--- src/rtl/systola_pkg.sv ---
// systola_pkg: shared types, limits and sizing helper for the systolic array buffers
package systola_pkg;
  localparam int DWIDTH_DEF = 8;
  typedef logic [DWIDTH_DEF-1:0] data_t;
  localparam int MAX_PADDING = 15;
  function automatic int clog2_depth(input int depth);
    int n = 0;
    while ((1 << n) < depth) n++;
    return n;
  endfunction
endpackage

--- src/rtl/skew_line.sv ---
// skew_line: PADDING-stage strobe delay line; PADDING=0 is a wire-through
module skew_line import systola_pkg::*; #(
  parameter int PADDING = 0
) (
  input  logic clk,
  input  logic rstn,
  input  logic d_i,
  output logic q_o
);
  if (PADDING > MAX_PADDING) begin : g_bad
    $error("skew_line: PADDING exceeds MAX_PADDING");
  end
  if (PADDING == 0) begin : g_wire
    logic unused;
    assign unused = &{1'b0, clk, rstn};
    assign q_o = d_i;
  end else begin : g_sr
    logic [PADDING-1:0] sr_q, sr_d;
    assign sr_d = (sr_q << 1) | PADDING'(d_i);
    always_ff @(posedge clk or negedge rstn) begin
      if (!rstn) sr_q <= '0;
      else sr_q <= sr_d;
    end
    assign q_o = sr_q[PADDING-1];
  end
endmodule

--- src/rtl/outbuf.sv ---
// outbuf: per-column output deskew plus show-ahead FIFO.
// Define OUTBUF_ERR_EN to add sticky ovf/unf error ports.
module outbuf import systola_pkg::*; #(
  parameter int PADDING = 0,
  parameter int DEPTH   = 8,
  parameter int DWIDTH  = DWIDTH_DEF
) (
  input  logic              clk,
  input  logic              rstn,
  input  logic              write,
  input  logic [DWIDTH-1:0] din,
  input  logic              read,
  output logic [DWIDTH-1:0] dout,
  output logic              empty,
`ifdef OUTBUF_ERR_EN
  output logic              ovf,
  output logic              unf,
`endif
  output logic              full
);
  localparam int AW = clog2_depth(DEPTH);
  localparam int CW = AW + 1;
  logic cap, do_push, do_pop, empty_q, full_q;
  logic [AW-1:0] wptr_q, rptr_q;
  logic [CW-1:0] cnt_q, cnt_d;
  logic [DWIDTH-1:0] mem [DEPTH];
  skew_line #(.PADDING(PADDING)) u_skew (
    .clk (clk),
    .rstn(rstn),
    .d_i (write),
    .q_o (cap)
  );
  // a pop in the same cycle frees the slot a full FIFO needs for the push
  assign do_pop  = read && !empty_q;
  assign do_push = cap && (!full_q || do_pop);
  assign cnt_d   = cnt_q + CW'(do_push) - CW'(do_pop);
  always_ff @(posedge clk or negedge rstn) begin
    if (!rstn) begin
      wptr_q  <= '0;
      rptr_q  <= '0;
      cnt_q   <= '0;
      empty_q <= 1'b1;
      full_q  <= 1'b0;
    end else begin
      if (do_push) wptr_q <= wptr_q + 1'b1;
      if (do_pop) rptr_q <= rptr_q + 1'b1;
      cnt_q   <= cnt_d;
      empty_q <= cnt_d == '0;
      full_q  <= cnt_d == CW'(DEPTH);
    end
  end
  always_ff @(posedge clk) begin
    if (do_push) mem[wptr_q] <= din;
  end
  assign dout  = empty_q ? '0 : mem[rptr_q];
  assign empty = empty_q;
  assign full  = full_q;
`ifdef OUTBUF_ERR_EN
  logic ovf_q, unf_q;
  always_ff @(posedge clk or negedge rstn) begin
    if (!rstn) begin
      ovf_q <= 1'b0;
      unf_q <= 1'b0;
    end else begin
      if (cap && !do_push) ovf_q <= 1'b1;
      if (read && empty_q) unf_q <= 1'b1;
    end
  end
  assign ovf = ovf_q;
  assign unf = unf_q;
`endif
endmodule
--- config.mk ---
export PLATFORM = sky130hd
export DESIGN_NAME = outbuf
export DESIGN_NICKNAME = d
export VERILOG_FILES = /design/src/rtl/systola_pkg.sv /design/src/rtl/skew_line.sv /design/src/rtl/outbuf.sv
export SDC_FILE = /design/constraint.sdc
export NUM_CORES = 1
export LEC_CHECK = 0
export ABC_AREA = 1
export CAP_MARGIN = 5
export CORE_ASPECT_RATIO = 0.5
export CORE_UTILIZATION = 35
export DETAILED_ROUTE_END_ITERATION = 12
export GPL_ROUTABILITY_DRIVEN = 0
export GPL_TIMING_DRIVEN = 1
export SETUP_SLACK_MARGIN = 0.1
export SYNTH_ARGS = -nofsm -noshare
export SYNTH_HDL_FRONTEND = slang
export SYNTH_SLANG_ARGS = --single-unit
--- constraint.sdc ---
create_clock -name clk -period 2.9 [get_ports clk]
set_input_delay 0.87 -clock clk [delete_from_list [all_inputs] [get_ports clk]]
set_output_delay 0.87 -clock clk [all_outputs]
set_load 0.01 [all_outputs]
==> impl_metrics.py <==
metrics = {
    "status": {
        "run_status": "finished, final reports clean",
    },
    "global_routing": {
        "grt_max_degree": 34,
        "grt_antenna_before_repair": 0,
        "grt_overflow_total": 0,
        "grt_pass1_wl_mm": 11.0,
        "grt_use_total_pct": 14.5,
        "grt_pass1_vias": 2160,
    },
    "die": {
        "chipHeight_um": 72.7,
        "num_rows": 25,
        "die_x_um": 143,
        "initial_core_util_pct": 36.5,
        "core_area_mm2": 0.00957,
        "dieArea_mm2": 0.0104,
        "io_pins": 22,
    },
    "critical_path": {
        "cp_slowest_stage_delay_ns": 0.47,
        "worstPathArrival_ns": 2.80,
        "critical_path.max_fanout": 3,
        "crit_type": "in2reg",
        "rrSetupSlack_ns": 0.54,
        "crit_chain": "clkdlybuf4s50_1, nand2_2, inv_1, ha_1, inv_1, ha_1, inv_1, fa_1, inv_1, nor2_1, nand2_1, a21oi_1",
        "critical_path.most_common_cell": "inv_1",
        "worstSetupStartpointType": "input port",
        "required_ns": 3.16,
        "worstSetupEndpointType": "register",
        "crit_slowest_cell": "clkdlybuf4s50_1",
    },
    "sta": {
        "final_max_slew_viol_count": 0,
        "slew_headroom_pct": 61.3,
        "clock_skew_ns": 0.00656,
        "finalCriticalPeriod_ns": 2.55,
        "fmax_mhz": 393,
        "setup_viol": 0,
        "finalWorstSetupSlack_ns": 0.353,
        "final.period_utilization_pct": 87.8,
        "tightestPinTransition_ns": 0.579,
        "rsz0062_at_grt": "no",
        "fin_setup_tns_ns": 0,
        "hold_viol": 0,
    },
    "power": {
        "p_switching_mw": 1.44,
        "ir_worst_vdd_mv": 0.515,
        "p_int_mw": 2.63,
        "p_sw_share_pct": 35.3,
        "p_clk_share_pct": 27.2,
        "pwr_density_cell_mw_per_mm2": 966,
        "p_seq_share_pct": 37.1,
        "power_frac_comb_pct": 35.8,
        "leakagePower_nw": 1.96,
    },
    "synth": {
        "syn_inst": 353,
        "synthArstFlopShare_pct": 15.8,
        "ys_ff_latch": 76,
        "synth_edf_count": 64,
        "synth_ff_type": "edfxtp_1",
        "yosysWarnings": 0,
        "ys_types": 22,
        "syn_area_mm2": 0.00349,
        "ys_seq_area_share_pct": 63.6,
        "avgSynthCellArea_um2": 9.90,
        "syn_nets": 372,
    },
    "place": {
        "place_ws_ns": -0.000483,
        "hpwl_mm": 4.40,
        "port_buffers": 21,
    },
    "cells_and_area": {
        "final_common_cell": "nand2_1",
        "antenna_cells": 0,
        "fill_cells": 901,
        "post-route-util_pct": 44.0,
        "fin_nets": 406,
        "drive_gt1_share_pct": 11.2,
        "layout_common_cells": "98 x nand2_1, 75 x inv_1, 64 x edfxtp_1",
        "areaGrowthSynthToFinish_pct": 20.4,
    },
    "clock_network": {
        "cts_hold_buffers": 0,
        "post_cts_buffers": 0,
        "cts_htree_levels": 3,
        "cts.sinks": 76,
        "cts.reportedPaths.clkPinSlew_ns": 0.06,
        "cts_buffer_depth": 2,
        "tritoncts": "yes",
        "root_buffer": "clkbuf_16",
        "numCtsBuffers": 9,
        "clk_latency_ns": 0.33,
    },
    "job": {
        "max-cap-violations": 0,
    },
    "drt": {
        "vias": 2277,
        "drt-total-wl_mm": 6.74,
        "vias_per_cell": 4.32,
        "routedWlPerCell_um": 12.8,
        "drt_pass1_iterations": 7,
        "first_iter_violations": 149,
        "antenna_left": 0,
        "drc": 0,
    },
    "hold_path": {
        "worstHoldPathType": "reg2reg",
    },
}
[area by class of cell]
type	count	area, um^2	area share, %
timing repair buffer	35	335	7.97
multi-input combinational	186	871	20.7
tap	135	169	4.01
sequential	76	2230	52.9
inverter	79	305	7.26
clock buffer	9	225	5.35
clock inverter	7	76.3	1.81
[power groups by stage]
stage	logic, mW	clock network, mW	registers (mW)
2_1_floorplan	1.09	0	1.46
3_3_place_gp	1.48	0	1.51
3_5_place_dp	1.49	0	1.52
4_1_cts	1.50	1.12	1.51
5_1_grt	1.65	1.17	1.53
6_report	1.46	1.10	1.51
[cell families after synthesis]
| family | count (synthesis) | synth area share, % |
|---|---|---|
| simple gates | 170 | 20.4 |
| flops | 76 | 63.6 |
| compound gates | 4 | 0.573 |
| buf+inv | 91 | 11.5 |
| fa+ha+maj | 7 | 2.72 |
| xor+xnor | 5 | 1.25 |
[registers in the layout, indices dropped and copies added, names as in the netlist]
register / cells
full: 1
rptr_q: 3
cnt_q: 4
mem: 64
empty: 1
wptr_q: 3
[through the flow]
step	cell area, um^2	cells	hold WS, ns	total power, mW
global route	4210	527	0.561	4.35
detailed placement	3880	511	0.520	3.01
floorplan	3490	353	0.482	2.55
global placement	3880	511	0.508	2.99
CTS	4190	527	0.536	4.13
finish	4210	527	0.528	4.07
[metal layers]
metal	GRT usage [%]	part of all wire, %	vias up
met5	0	0	-
met3	3.67	5.0	2
met4	4.61	0.15	0
met2	23.3	47	50
met1	19.6	48	1059
li1	-	-	1166
[timing repair]
item | 4_1_cts | 5_1_grt
resized for setup | 7 | 7
setup endpoints to repair | 8 | 6
gates cloned | 0 | 0
[synth_stat cells, types with 3 or more instances]
cell type / n / area (um^2)
buf_2: 5 / 25.0
edfxtp_1: 64 / 1920
nor2_1: 22 / 82.6
nand2_1: 98 / 368
nor2_2: 4 / 25.0
xor2_1: 3 / 26.3
dfrtp_1: 11 / 275
ha_1: 6 / 75.1
nand3_1: 43 / 215
inv_1: 75 / 282
buf_6: 6 / 67.6
[worst paths after layout]
path                                        from                     to  cells after the start
setup / recovery                            read         full$_DFF_PN0_                     12
hold / removal             wptr_q[2]$_DFFE_PN0P_  wptr_q[2]$_DFFE_PN0P_                      2
max in group asynchronous                   rstn  rptr_q[2]$_DFFE_PN0P_                      1
hold reg to reg            wptr_q[2]$_DFFE_PN0P_  wptr_q[2]$_DFFE_PN0P_                      2
setup reg to reg                 empty$_DFF_PN1_         full$_DFF_PN0_                     12
min in group asynchronous                   rstn     cnt_q[3]$_DFF_PN0_                      1
[worst max-delay path, delay by kind of cell]
family	cells	cell delay [ns]
AND/OR/NAND/NOR	3	0.22
AO/OA/AOI/OAI	1	0.13
adder cells (fa/ha/maj)	3	0.85
buffers and inverters	5	0.72
(Power assumes the default switching activity.)
